### config.mk
export PLATFORM = sky130hd
export DESIGN_NAME = uart_mmio
export DESIGN_NICKNAME = d
export VERILOG_FILES = /design/src/rtl/uart_mmio_pkg.sv /design/src/rtl/uart_rx_fifo.sv /design/src/rtl/uart_mmio.sv
export SDC_FILE = /design/constraint.sdc
export NUM_CORES = 1
export LEC_CHECK = 0
export CAP_MARGIN = 20
export CORE_MARGIN = 3
export CORE_UTILIZATION = 36
export CTS_CLUSTER_DIAMETER = 50
export DETAILED_ROUTE_END_ITERATION = 10
export GPL_ROUTABILITY_DRIVEN = 1
export SYNTH_ARGS = -nofsm -noshare
export SYNTH_HDL_FRONTEND = slang
export SYNTH_SLANG_ARGS = --single-unit
### constraint.sdc
create_clock -name clk -period 2.25 [get_ports clk]
set_clock_uncertainty 0.05 [all_clocks]
set_input_delay 0.225 -clock clk [delete_from_list [all_inputs] [get_ports clk]]
set_output_delay 0.225 -clock clk [all_outputs]
set_load 0.01 [all_outputs]
### src/rtl/uart_mmio_pkg.sv
// Shared constants for the memory-mapped UART: base nibble, register offsets,
// STATUS bit positions and the 2-bit FSM state encodings used by TX and RX.
package uart_mmio_pkg;

  localparam logic [3:0] UART_BASE_NIBBLE = 4'h8;

  localparam logic [1:0] UART_STATUS  = 2'd0;
  localparam logic [1:0] UART_RX_DATA = 2'd1;
  localparam logic [1:0] UART_TX_DATA = 2'd2;

  localparam int STAT_TX_READY  = 0;
  localparam int STAT_RX_VALID  = 1;
  localparam int STAT_FRAME_ERR = 2;
  localparam int STAT_OVERRUN   = 3;

  localparam logic [1:0] ST_IDLE  = 2'd0;
  localparam logic [1:0] ST_START = 2'd1;
  localparam logic [1:0] ST_DATA  = 2'd2;
  localparam logic [1:0] ST_STOP  = 2'd3;

  function automatic logic [31:0] status_word(input logic tx_ready, input logic rx_valid,
                                              input logic frame_err, input logic overrun);
    status_word = '0;
    status_word[STAT_TX_READY]  = tx_ready;
    status_word[STAT_RX_VALID]  = rx_valid;
    status_word[STAT_FRAME_ERR] = frame_err;
    status_word[STAT_OVERRUN]   = overrun;
  endfunction

endpackage

### src/rtl/uart_rx_fifo.sv
// Circular RX byte FIFO; pointers carry one extra wrap bit to tell full from empty.
module uart_rx_fifo #(
  parameter int DEPTH = 8,
  parameter int WIDTH = 8
) (
  input  logic             clk,
  input  logic             rst,
  input  logic             push,
  input  logic             pop,
  input  logic [WIDTH-1:0] din,
  output logic [WIDTH-1:0] dout,
  output logic             full,
  output logic             empty
);

  localparam int AW = $clog2(DEPTH);

  logic [WIDTH-1:0] mem [DEPTH];
  logic [AW:0]      wr_ptr_reg;
  logic [AW:0]      rd_ptr_reg;
  logic             do_push;
  logic             do_pop;

  assign empty   = (wr_ptr_reg == rd_ptr_reg);
  assign full    = (wr_ptr_reg[AW] != rd_ptr_reg[AW]) &&
                   (wr_ptr_reg[AW-1:0] == rd_ptr_reg[AW-1:0]);
  assign do_pop  = pop && !empty;
  // A pop on the same edge frees the slot, so a push into a full FIFO still lands.
  assign do_push = push && (!full || do_pop);
  assign dout    = mem[rd_ptr_reg[AW-1:0]];

  always_ff @(posedge clk) begin
    if (do_push) mem[wr_ptr_reg[AW-1:0]] <= din;
  end

  always_ff @(posedge clk or negedge rst) begin
    if (!rst) begin
      wr_ptr_reg <= '0;
      rd_ptr_reg <= '0;
    end else begin
      if (do_push) wr_ptr_reg <= wr_ptr_reg + 1'b1;
      if (do_pop)  rd_ptr_reg <= rd_ptr_reg + 1'b1;
    end
  end

endmodule

### src/rtl/uart_mmio.sv
// Memory-mapped UART on the memory-stage bus. Define UART_RX_FIFO_EN to buffer
// received bytes in an RX_FIFO_DEPTH FIFO instead of a single holding register.
module uart_mmio
  import uart_mmio_pkg::*;
#(
  parameter int CPU_CLOCK_FREQ = 50_000_000,
  parameter int BAUD_RATE      = 115200,
  parameter int RX_FIFO_DEPTH  = 8
) (
  input  logic        clk,
  input  logic        rst,
  input  logic        serial_in,
  output logic        serial_out,
  input  logic [31:0] mmio_addr,
  input  logic [31:0] mmio_wdata,
  input  logic [3:0]  mmio_we,
  input  logic        mmio_re,
  output logic [31:0] mmio_rdata
);

  localparam int CLKS_PER_BIT = CPU_CLOCK_FREQ / BAUD_RATE;
  localparam int CW = $clog2(CLKS_PER_BIT);
  localparam logic [CW-1:0] BIT_LAST  = CW'(CLKS_PER_BIT - 1);
  localparam logic [CW-1:0] HALF_LAST = CW'(CLKS_PER_BIT / 2 - 1);

  logic       sel, rd, wr;
  logic [1:0] offs;
  logic       unused_bits;

  assign sel  = (mmio_addr[31:28] == UART_BASE_NIBBLE);
  assign offs = mmio_addr[3:2];
  assign rd   = sel && mmio_re;
  assign wr   = sel && (|mmio_we);
  assign unused_bits = ^{mmio_addr[27:4], mmio_addr[1:0], mmio_wdata[31:8]};

  logic [1:0]    tx_state_reg;
  logic [CW-1:0] tx_cnt_reg;
  logic [2:0]    tx_idx_reg;
  logic [7:0]    tx_shift_reg;
  logic          tx_line_reg;
  logic          tx_ready, tx_tick;

  assign tx_ready   = (tx_state_reg == ST_IDLE);
  assign tx_tick    = (tx_cnt_reg == BIT_LAST);
  assign serial_out = tx_line_reg;

  always_ff @(posedge clk or negedge rst) begin
    if (!rst) begin
      tx_state_reg <= ST_IDLE;
      tx_cnt_reg   <= '0;
      tx_idx_reg   <= '0;
      tx_shift_reg <= '0;
      tx_line_reg  <= 1'b1;
    end else begin
      tx_cnt_reg <= (tx_state_reg == ST_IDLE || tx_tick) ? '0 : tx_cnt_reg + 1'b1;
      case (tx_state_reg)
        ST_IDLE: if (wr && offs == UART_TX_DATA) begin
          tx_shift_reg <= mmio_wdata[7:0];
          tx_line_reg  <= 1'b0;
          tx_state_reg <= ST_START;
        end
        ST_START: if (tx_tick) begin
          tx_line_reg  <= tx_shift_reg[0];
          tx_idx_reg   <= '0;
          tx_state_reg <= ST_DATA;
        end
        ST_DATA: if (tx_tick) begin
          tx_shift_reg <= {1'b0, tx_shift_reg[7:1]};
          if (tx_idx_reg == 3'd7) begin
            tx_line_reg  <= 1'b1;
            tx_state_reg <= ST_STOP;
          end else begin
            tx_line_reg <= tx_shift_reg[1];
            tx_idx_reg  <= tx_idx_reg + 1'b1;
          end
        end
        default: if (tx_tick) tx_state_reg <= ST_IDLE;
      endcase
    end
  end

  logic          sync1_reg, sync2_reg, prev_reg;
  logic [1:0]    rx_state_reg;
  logic [CW-1:0] rx_cnt_reg;
  logic [2:0]    rx_idx_reg;
  logic [7:0]    rx_shift_reg;
  logic          rx_tick, rx_push, ferr_set;

  assign rx_tick  = (rx_cnt_reg == BIT_LAST);
  assign rx_push  = (rx_state_reg == ST_STOP) && rx_tick && sync2_reg;
  assign ferr_set = (rx_state_reg == ST_STOP) && rx_tick && !sync2_reg;

  always_ff @(posedge clk or negedge rst) begin
    if (!rst) begin
      sync1_reg    <= 1'b1;
      sync2_reg    <= 1'b1;
      prev_reg     <= 1'b1;
      rx_state_reg <= ST_IDLE;
      rx_cnt_reg   <= '0;
      rx_idx_reg   <= '0;
      rx_shift_reg <= '0;
    end else begin
      sync1_reg <= serial_in;
      sync2_reg <= sync1_reg;
      prev_reg  <= sync2_reg;
      case (rx_state_reg)
        ST_IDLE: begin
          rx_cnt_reg <= '0;
          if (prev_reg && !sync2_reg) rx_state_reg <= ST_START;
        end
        // Half-bit wait lands every later sample in the middle of its bit.
        ST_START: if (rx_cnt_reg == HALF_LAST) begin
          rx_cnt_reg   <= '0;
          rx_idx_reg   <= '0;
          rx_state_reg <= sync2_reg ? ST_IDLE : ST_DATA;
        end else begin
          rx_cnt_reg <= rx_cnt_reg + 1'b1;
        end
        ST_DATA: if (rx_tick) begin
          rx_cnt_reg   <= '0;
          rx_shift_reg <= {sync2_reg, rx_shift_reg[7:1]};
          rx_idx_reg   <= rx_idx_reg + 1'b1;
          if (rx_idx_reg == 3'd7) rx_state_reg <= ST_STOP;
        end else begin
          rx_cnt_reg <= rx_cnt_reg + 1'b1;
        end
        default: if (rx_tick) begin
          rx_cnt_reg   <= '0;
          rx_state_reg <= ST_IDLE;
        end else begin
          rx_cnt_reg <= rx_cnt_reg + 1'b1;
        end
      endcase
    end
  end

  logic       rx_valid, rx_full, rx_pop;
  logic [7:0] rx_dout;

  assign rx_pop = rd && (offs == UART_RX_DATA) && rx_valid;

`ifdef UART_RX_FIFO_EN
  logic fifo_empty;

  uart_rx_fifo #(.DEPTH(RX_FIFO_DEPTH), .WIDTH(8)) u_rx_fifo (
    .clk   (clk),
    .rst   (rst),
    .push  (rx_push),
    .pop   (rx_pop),
    .din   (rx_shift_reg),
    .dout  (rx_dout),
    .full  (rx_full),
    .empty (fifo_empty)
  );
  assign rx_valid = !fifo_empty;
`else
  localparam int unused_depth = RX_FIFO_DEPTH;
  logic [7:0] hold_reg;
  logic       hold_valid_reg;

  always_ff @(posedge clk or negedge rst) begin
    if (!rst) begin
      hold_reg       <= '0;
      hold_valid_reg <= 1'b0;
    end else if (rx_push && (!hold_valid_reg || rx_pop)) begin
      hold_reg       <= rx_shift_reg;
      hold_valid_reg <= 1'b1;
    end else if (rx_pop) begin
      hold_valid_reg <= 1'b0;
    end
  end
  assign rx_valid = hold_valid_reg;
  assign rx_full  = hold_valid_reg;
  assign rx_dout  = hold_reg;
`endif

  logic frame_err_reg, overrun_reg, status_rd;

  assign status_rd = rd && (offs == UART_STATUS);

  always_ff @(posedge clk or negedge rst) begin
    if (!rst) begin
      frame_err_reg <= 1'b0;
      overrun_reg   <= 1'b0;
      mmio_rdata    <= '0;
    end else begin
      // A new error raised on the clearing edge survives the STATUS read.
      frame_err_reg <= ferr_set || (frame_err_reg && !status_rd);
      overrun_reg   <= (rx_push && rx_full && !rx_pop) || (overrun_reg && !status_rd);
      if (rd) begin
        case (offs)
          UART_STATUS:  mmio_rdata <= status_word(tx_ready, rx_valid, frame_err_reg, overrun_reg);
          UART_RX_DATA: mmio_rdata <= rx_valid ? {24'd0, rx_dout} : 32'd0;
          default:      mmio_rdata <= 32'd0;
        endcase
      end
    end
  end

endmodule
==> results.py, run 1 <==
metrics = {
    "logic_synthesis": {
        "syn_area_per_cell_um2": 11.3,
        "ys_warn_count": 0,
        "synth_top_area_cell": "dfrtp_1",
        "synthSimpleGateAreaFrac_pct": 15.0,
        "synth_top_family_by_area": "simple AND/OR/NAND/NOR gates",
        "synth_compound_area_share_pct": 9.10,
        "synthTopCellsByArea": "dfrtp_1 46%, mux2_2 10%, buf_4 5.2%",
        "synthXorXnorAreaFrac_pct": 3.31,
        "synth_adder_area_share_pct": 5.09,
        "async_reset_ff_share_pct": 100,
        "synth-edff-count": 0,
        "syn_inst": 303,
        "synth_mux_area_share_pct": 10.9,
        "yosys_register_bits": 67,
        "synthFlopType": "dfrtp_1",
        "yosys.area.top_type_share_pct": 45.9,
        "ys_types": 56,
        "synth_area_mm2": 0.00344,
        "yosysSeqAreaShare_pct": 48.9,
    },
    "floorplanning": {
        "dieArea_mm2": 0.0108,
        "core_area_mm2": 0.00924,
        "num_io_pins": 105,
        "start_util_pct": 37.2,
        "rows": 35,
        "dieHeight_um": 104,
        "die_w_um": 104,
    },
    "finish": {
        "regArea_mm2": 0.00168,
        "n_antenna_cell": 0,
        "drive_gt1_share_pct": 21.5,
        "area_growth_pct": 20.7,
        "multi_input_area_mm2": 0.00158,
        "fin_nets": 435,
        "nFillCells": 854,
        "fin_area_mm2": 0.00415,
        "utilization_pct": 44.9,
    },
    "placed_design": {
        "placed_cell_area_mm2": 0.00389,
        "port_buffers": 30,
        "dp_hpwl_um": 4330,
        "dpl_worst_slack_ns": -0.00677,
        "place_congestion": 0.762,
    },
    "route": {
        "drt_pass1_iterations": 4,
        "via_per_inst": 4.72,
        "antenna_left": 0,
        "dr.first_iter.drc_count": 92,
        "wl_um": 6000,
        "wl_per_cell_um": 12.4,
        "drc": 0,
        "vias": 2281,
    },
    "timing": {
        "setup_violations": 0,
        "final_hold_viol_count": 0,
        "final.period_utilization_pct": 89.9,
        "timing.hold.ws_ns": 0.236,
        "layout_setup_ws_ns": 0.228,
        "grt_setup_unrepaired": "false",
        "slew_violations": 0,
        "max_freq_mhz": 495,
        "period_needed_ns": 2.02,
    },
    "pwr": {
        "vdd_ir_drop_max_mv": 0.458,
        "p_seq_share_pct": 40.6,
        "switching_share_pct": 29.8,
        "power.density_mw_per_mm2": 917,
        "p_total_mw": 3.81,
        "p_int_mw": 2.67,
        "power_frac_clock_pct": 32.5,
        "p_leak_nw": 1.86,
        "p_switching_mw": 1.13,
        "p_comb_share_pct": 26.9,
    },
    "setup_path": {
        "critPathCaptureType": "flop",
        "cpMaxStageDelayCell": "or3b_2",
        "arrival_ns": 2.21,
        "critPathLaunchType": "flop",
        "r2r_slack_ns": 0.23,
        "path_cells": "inv_1 -> ha_1 -> nor4b_1 -> or3b_2 -> a22oi_2 -> buf_4 -> nor2_1",
        "critPathRequiredTime_ns": 2.43,
        "rr_startpoint": "rx_cnt_reg[0]$_DFF_PN0_",
        "critical-path-top-delay-family": "simple AND/OR/NAND/NOR gates",
        "worst-setup-path-type": "flop to flop",
        "ff2ff_path_depth": 7,
        "worstReg2RegEnd": "rx_cnt_reg[8]$_DFF_PN0_",
        "cp_max_fo": 9,
        "crit_path_max_incr_delay_ns": 0.51,
        "critPathBufInv": 2,
    },
    "clock_network": {
        "htree_levels": 3,
        "cts_root_buf": "clkbuf_8",
        "path_clk_slew_ns": 0.08,
        "clock_latency_ns": 0.34,
        "cts_buffers": 9,
        "cts_buffer_depth": 2,
        "cts_sinks": 67,
        "post_cts_resized": 0,
        "cts_tree": "built",
    },
    "global_route": {
        "grt_max_degree": 68,
        "grt_overflow": 0,
        "grt_pass1_wl_um": 10300,
        "antenna_found_initial": 0,
        "grt.total_usage_pct": 11.6,
        "grt_pass1_vias": 2198,
    },
    "run_status": {
        "outcome": "finished, final reports clean",
    },
    "hold_path": {
        "min_to": "sync1_reg$_DFF_PN1_",
        "worstHoldPathCells": 1,
        "holdCritPathClass": "input pin to flop",
        "min_from": "serial_in",
    },
    "job": {
        "cap_violations": 0,
    },
}
## metrics by stage
| stage | instances | TNS (ns) |
|---|---|---|
| 2_1_floorplan | 326 | 0 |
| 3_3_place_gp | 466 | 0 |
| 3_5_place_dp | 466 | -0.00811 |
| 4_1_cts | 483 | 0 |
| 5_1_grt | 483 | 0 |
| 6_report | 483 | 0 |
## cells in the mapped netlist (3+ instances only)
master	n
inv_1	13
nor4b_1	4
o31ai_1	3
o21ai_0	11
and3_1	3
nand2_1	19
dfrtp_1	63
xor2_1	5
nor3_1	4
mux2_2	31
nand3_1	12
clkbuf_1	6
a21oi_1	4
nand4_1	4
nor2_1	20
buf_4	24
dfstp_2	4
ha_1	14
xnor2_1	8
a22o_1	7
nor2b_1	4
## power groups by stage
stage          sequential (mW)  clock [mW]  combinational [mW]
5_1_grt                   1.57        1.34                1.13
3_3_place_gp              1.56           0                1.02
2_1_floorplan             1.52           0               0.750
4_1_cts                   1.54        1.28                1.04
3_5_place_dp              1.56           0                1.04
6_report                  1.54        1.24                1.03
## timing repair
action,4_1_cts,5_1_grt
hold buffers,1,0
buffers inserted,0,0
setup endpoints to repair,0,0
endpoints found under the hold margin,63,0
## worst max path at each step
stage	startpoint	end	cells past startpoint	slack [ns]
global route	rx_cnt_reg[0]$_DFF_PN0_	rx_cnt_reg[5]$_DFF_PN0_	7	0.07
floorplan	tx_state_reg[0]$_DFFE_PN0P_	tx_shift_reg[0]$_DFFE_PN0P_	6	0.25
global placement	mmio_we[2]	tx_shift_reg[6]$_DFFE_PN0P_	7	0.005
CTS	rx_cnt_reg[0]$_DFF_PN0_	rx_cnt_reg[8]$_DFF_PN0_	7	0.20
detailed placement	mmio_we[1]	tx_shift_reg[5]$_DFFE_PN0P_	7	-0.007
finish	rx_cnt_reg[0]$_DFF_PN0_	rx_cnt_reg[8]$_DFF_PN0_	7	0.23
## area by class of cell
cell class                 instances  area share (%)
clock inverter                     7            3.01
tap                              129            3.89
inverter                          13            1.18
timing repair buffer              44            10.3
clock buffer                       9            2.98
sequential                        67            40.5
multi-input combinational        214            38.1
## cells in the final DEF, fill, tap and decap left out, types with 5 or more instances in the layout
master | synthesis | layout
clkbuf_8 | 0 | 9
mux2_2 | 31 | 31
o21ai_0 | 11 | 11
a22o_1 | 7 | 7
ha_1 | 14 | 14
nor2_1 | 20 | 20
nand3_1 | 12 | 12
inv_1 | 13 | 13
dfrtp_1 | 63 | 63
nand2_1 | 19 | 19
xor2_1 | 5 | 5
buf_4 | 24 | 11
conb_1 | 1 | 24
clkdlybuf4s50_1 | 0 | 29
xnor2_1 | 8 | 8
## per-layer routing
layer  global-route usage, %  wire, um  vias up  share of wire (%)
met1                    14.6      2770     1103                 46
met5                       0         0        -                  0
met2                    19.0      2920       43                 49
met3                    3.24       226       10                3.8
li1                        -         -     1125                  -
met4                    4.27        74        0                1.2
## cell families (layout without fill, tap and decap cells)
group,after synthesis,count (layout)
compound gates,41,41
xor+xnor,13,13
fa+ha+maj,14,14
buf+inv,45,73
flops,67,67
mux,33,33
other cells,1,24
simple gates,89,89
Power figures use the tool's default switching activity.
==> run 2: changes to the inputs <==
CORE_MARGIN = 2   (was 3)
RECOVER_POWER = 25   (was not set)
==> run 2 against run 1 <==
- non-clock buffer count rose by 3
- largest power group unchanged
- total power fell by 3.3%
- sequential share of layout area barely moved
- the flow now finishes with violations (max-capacitance violations, max-slew violations)
- worst hold slack improved by 0.077 ns
- fmax fell by 1.5%
- worst setup slack got worse by 0.031 ns
- combinational power barely moved
- highest routed layer unchanged
- critical path depth did not move
- die area fell by 3.8%
- sequential cell count did not move
==> results.py, run 2 (synthesized netlist as in run 1, its figures left out) <==
metrics = {
    "floorplanning": {
        "rows": 35,
        "core_area_mm2": 0.00924,
        "die_w_um": 102,
        "dieArea_mm2": 0.0103,
        "dieHeight_um": 102,
        "num_io_pins": 105,
        "start_util_pct": 37.2,
    },
    "route": {
        "wl_um": 6270,
        "wl_per_cell_um": 12.9,
        "drc": 0,
        "antenna_left": 0,
        "vias": 2298,
        "drt_pass1_iterations": 4,
        "dr.first_iter.drc_count": 67,
        "via_per_inst": 4.73,
    },
    "timing": {
        "timing.slew.headroom_pct": -4.18,
        "timing.hold.ws_ns": 0.313,
        "final_hold_viol_count": 0,
        "setup_violations": 0,
        "final.period_utilization_pct": 91.2,
        "period_needed_ns": 2.05,
        "slew_violations": 27,
        "max_freq_mhz": 487,
        "grt_setup_unrepaired": "false",
        "finalSetupTns_ns": 0,
        "worst_slew_pin_slew_ns": 1.56,
    },
    "setup_path": {
        "critPathRequiredTime_ns": 2.43,
        "arrival_ns": 2.23,
        "critPathCaptureType": "flop",
        "cp_max_fo": 9,
        "worst-setup-path-type": "flop to flop",
        "critPathLaunchType": "flop",
    },
    "global_route": {
        "grt_overflow": 0,
        "grt_pass1_wl_um": 10800,
        "grt_max_degree": 30,
        "grt_pass1_vias": 2237,
        "antenna_found_initial": 0,
        "grt.total_usage_pct": 13.3,
    },
    "finish": {
        "fin_nets": 438,
        "final_cell_mix": "63 x dfrtp_1, 31 x mux2_2, 28 x clkdlybuf4s50_1, 24 x conb_1, 20 x nor2_1",
        "drive_gt1_share_pct": 21.6,
        "fin_area_mm2": 0.00415,
        "n_antenna_cell": 0,
        "final_common_cell": "dfrtp_1",
        "area_growth_pct": 20.6,
    },
    "pwr": {
        "power.density_mw_per_mm2": 888,
        "vdd_ir_drop_max_mv": 0.433,
        "p_total_mw": 3.68,
        "p_leak_nw": 1.87,
    },
    "clock_network": {
        "path_clk_slew_ns": 0.08,
        "cts_root_buf": "clkbuf_8",
        "cts_buffers": 9,
        "post-cts-setup-buffers": 0,
        "cts_buffer_depth": 2,
        "htree_levels": 3,
        "cts_tree": "built",
        "cts_sinks": 67,
        "post_cts_resized": 0,
        "clock_latency_ns": 0.34,
    },
    "placed_design": {
        "port_buffers": 30,
        "place_congestion": 0.788,
        "placed_cell_area_mm2": 0.00392,
        "dp_hpwl_um": 4710,
    },
    "run_status": {
        "outcome": "finished with violations",
        "violations": "max-capacitance violations, max-slew violations",
    },
    "hold_path": {
        "holdCritPathClass": "flop to flop",
    },
    "job": {
        "cap_violations": 1,
    },
}
-- run 2: repair_timing --
action / 4_1_cts / 5_1_grt
hold endpoints to repair: 25 / 0
setup endpoints to repair: 0 / 0
hold buffers: 1 / 0
-- run 2: final cells by class --
type | instances | area, um^2
clock buffer | 9 | 124
inverter | 13 | 48.8
tap | 129 | 161
sequential | 67 | 1680
clock inverter | 7 | 100
multi-input combinational | 214 | 1580
timing repair buffer | 47 | 449
fill | 841 | 5090
-- run 2: metal layers --
layer	wire length, um	vias up	global-route usage [%]
li1	-	1124	-
met1	2780	1126	16.8
met2	3220	42	22.1
met3	215	6	4.21
met4	48	0	3.43
met5	0	-	0
-- run 2: worst paths after layout --
kind / slack (ns) / start / end / cells past startpoint
hold reg to reg: 0.31 / sync1_reg$_DFF_PN1_ / sync2_reg$_DFF_PN1_ / 0
setup reg to reg: 0.20 / rx_cnt_reg[0]$_DFF_PN0_ / rx_cnt_reg[7]$_DFF_PN0_ / 7
min in group asynchronous: 0.75 / rst / rx_shift_reg[6]$_DFFE_PN0P_ / 2
max in group asynchronous: 0.46 / rst / mmio_rdata[0]$_DFFE_PN0N_ / 3
setup / recovery: 0.20 / rx_cnt_reg[0]$_DFF_PN0_ / rx_cnt_reg[7]$_DFF_PN0_ / 7
hold / removal: 0.31 / sync1_reg$_DFF_PN1_ / sync2_reg$_DFF_PN1_ / 0
-- run 2: power breakdown --
| part | switching, mW | internal (mW) | leakage [nW] |
|---|---|---|---|
| Combinational | 0.489 | 0.540 | 0.866 |
| Clock | 0.483 | 0.631 | 0.114 |
| Sequential | 0.153 | 1.39 | 0.886 |
-- run 2: worst max-delay path, cell delays in order (launching register included) --
cell and delay [ns]:
dfrtp_1 0.43, inv_1 0.08, ha_1 0.15, nor4b_1 0.31, or3b_2 0.52, a22oi_2 0.16
buf_4 0.19, nor2_1 0.06
-- run 2: metrics by stage --
step / instances / setup WS (ns) / util, %
2_1_floorplan: 326 / 0.249 / -
5_1_grt: 486 / 0.0482 / 44.9
6_report: 486 / 0.197 / 44.9
4_1_cts: 486 / 0.181 / 44.9
3_3_place_gp: 469 / 0.00437 / 42.4
3_5_place_dp: 469 / -0.0171 / 42.4
==> run 3: changes to the inputs <==
DONT_BUFFER_PORTS = 1   (was not set)
==> run 3 against run 2 <==
- the flow now finishes without violations
- design area fell by 7.8%
- utilization fell by 3.5 points
- clock power rose by 12%
- total power rose by 0.75%
- worst hold slack got worse by 0.24 ns
- worst setup slack got worse by 0.0060 ns
- register-to-register slack barely moved
- sequential share of layout area rose by 3.4 points
- via count fell by 4.0%
- sequential power barely moved
- critical path depth fell by 1
- critical path type unchanged
==> results.py, run 3 (synthesized netlist as in run 1, its figures left out) <==
metrics = {
    "setup_path": {
        "worstReg2RegEnd": "hold_reg[2]$_DFFE_PN0P_",
        "critical-path-top-delay-family": "compound AO/OA/AOI/OAI gates",
        "ff2ff_path_depth": 6,
        "rr_startpoint": "rx_cnt_reg[1]$_DFF_PN0_",
        "crit_path_max_incr_delay_ns": 0.46,
        "cp_max_fo": 8,
        "critPathCaptureType": "flop",
        "path_cells": "inv_1 -> ha_1 -> and4b_1 -> nand3_1 -> a211oi_4 -> mux2_2",
        "critPathRequiredTime_ns": 2.43,
        "critPathLaunchType": "flop",
        "arrival_ns": 2.24,
        "critPathLaunch": "rx_cnt_reg[1]$_DFF_PN0_",
        "worst-setup-path-type": "flop to flop",
        "r2r_slack_ns": 0.19,
        "critPathCapture": "hold_reg[2]$_DFFE_PN0P_",
        "cp.depth": 6,
        "critPathBufInv": 1,
        "cpMaxStageDelayCell": "a211oi_4",
    },
    "route": {
        "dr.first_iter.drc_count": 119,
        "drc": 0,
        "drt-met1-wl_um": 2630,
        "vias": 2205,
        "antenna_left": 0,
        "met2WireLength_um": 2910,
        "top_layer_used": "met5",
        "via_per_inst": 4.87,
        "drt_pass1_iterations": 4,
        "wl_um": 5970,
        "wl_per_cell_um": 13.2,
        "dr_wl_met3_um": 285,
    },
    "finish": {
        "drive_gt1_share_pct": 21.4,
        "fin_area_mm2": 0.00382,
        "final_common_cell": "dfrtp_1",
        "nFillCells": 877,
        "fin_nets": 403,
        "area_growth_pct": 11.2,
        "multi_input_area_mm2": 0.00158,
        "regArea_mm2": 0.00168,
        "final_cell_mix": "63 x dfrtp_1, 31 x mux2_2, 24 x conb_1, 20 x nor2_1, 19 x nand2_1",
    },
    "clock_network": {
        "cts_sinks": 67,
        "cts_tree": "built",
        "clock_latency_ns": 0.35,
        "cts_root_buf": "clkbuf_8",
        "post-cts-setup-buffers": 0,
        "path_clk_slew_ns": 0.08,
        "cts_buffer_depth": 2,
        "holdBufCountCts": 5,
        "htree_levels": 3,
        "post_cts_resized": 0,
        "cts_buffers": 9,
    },
    "timing": {
        "max_freq_mhz": 486,
        "final_hold_viol_count": 0,
        "period_needed_ns": 2.06,
        "worst_slew_pin_slew_ns": 1.45,
        "slew_violations": 0,
        "timing.slew.headroom_pct": 3.36,
        "finalSetupTns_ns": 0,
        "timing.hold.ws_ns": 0.0692,
        "grt_setup_unrepaired": "false",
        "setup_violations": 0,
        "final.period_utilization_pct": 91.5,
    },
    "floorplanning": {
        "rows": 35,
        "dieArea_mm2": 0.0103,
        "dieHeight_um": 102,
        "die_w_um": 102,
        "num_io_pins": 105,
        "start_util_pct": 37.2,
        "core_area_mm2": 0.00924,
    },
    "job": {
        "cap_violations": 0,
    },
    "placed_design": {
        "dp_hpwl_um": 4280,
        "port_buffers": 0,
        "placed_cell_area_mm2": 0.00353,
        "place_congestion": 0.785,
    },
    "global_route": {
        "grt_pass1_wl_um": 10300,
        "grt_pass1_vias": 2119,
        "grt.total_usage_pct": 12.8,
        "grt_overflow": 0,
        "antenna_found_initial": 3,
        "grt_max_degree": 68,
    },
    "pwr": {
        "vdd_ir_drop_max_mv": 0.335,
        "p_leak_nw": 1.73,
        "power.density_mw_per_mm2": 970,
        "p_total_mw": 3.71,
    },
    "run_status": {
        "outcome": "finished, final reports clean",
    },
    "hold_path": {
        "holdCritPathClass": "input pin to flop",
    },
}
-- run 3: changes by cell type in the layout (fill, tap and decap cells not counted), moves of 2 or more --
cell             delta
buf_12              -2
buf_4               -7
clkdlybuf4s50_1    -28
clkinv_4            -2
diode_2             +2
dlygate4sd3_1       +2
-- run 3: area by class of cell --
cell class | instances | area share (%)
antenna | 2 | 0.131
clock buffer | 9 | 3.24
clock inverter | 7 | 3.24
inverter | 13 | 1.28
multi-input combinational | 214 | 41.4
sequential | 67 | 44.0
tap | 129 | 4.22
timing repair buffer | 12 | 2.55
-- run 3: metrics by stage --
step	setup slack [ns]	utilization (%)	cells
floorplan	0.249	-	326
global placement	0.208	38.2	430
detailed placement	0.195	38.2	430
CTS	0.180	41.6	451
global route	0.0371	41.4	453
finish	0.191	41.4	453
-- run 3: how the worst min path moves through the flow --
stage          cells past startpoint    startpoint  slack, ns                     endpoint
2_1_floorplan                      0           rst      -0.12      frame_err_reg$_DFF_PN0_
3_3_place_gp                       0           rst      -0.12  rx_shift_reg[5]$_DFFE_PN0P_
3_5_place_dp                       0           rst      -0.12  rx_shift_reg[5]$_DFFE_PN0P_
4_1_cts                            3  mmio_addr[3]       0.06    mmio_rdata[1]$_DFFE_PN0N_
5_1_grt                            3  mmio_addr[3]       0.08    mmio_rdata[1]$_DFFE_PN0N_
6_report                           3  mmio_addr[3]       0.07    mmio_rdata[1]$_DFFE_PN0N_
-- run 3: layer usage --
metal | track usage (%) | up-vias
met2 | 19.8 | 49
met5 | 0 | -
li1 | - | 1049
met1 | 16.1 | 1092
met4 | 7.90 | 2
met3 | 3.17 | 13
-- run 3: worst min-delay path: stages --
cell	delay, ns
inv_1	0.03
o211ai_1	0.09
o21ai_0	0.08
-- run 3: power breakdown --
group | switching (mW) | internal, mW | total (mW)
Combinational | 0.448 | 0.472 | 0.921
Sequential | 0.163 | 1.39 | 1.55
Clock | 0.494 | 0.745 | 1.24
Total | 1.11 | 2.61 | 3.71
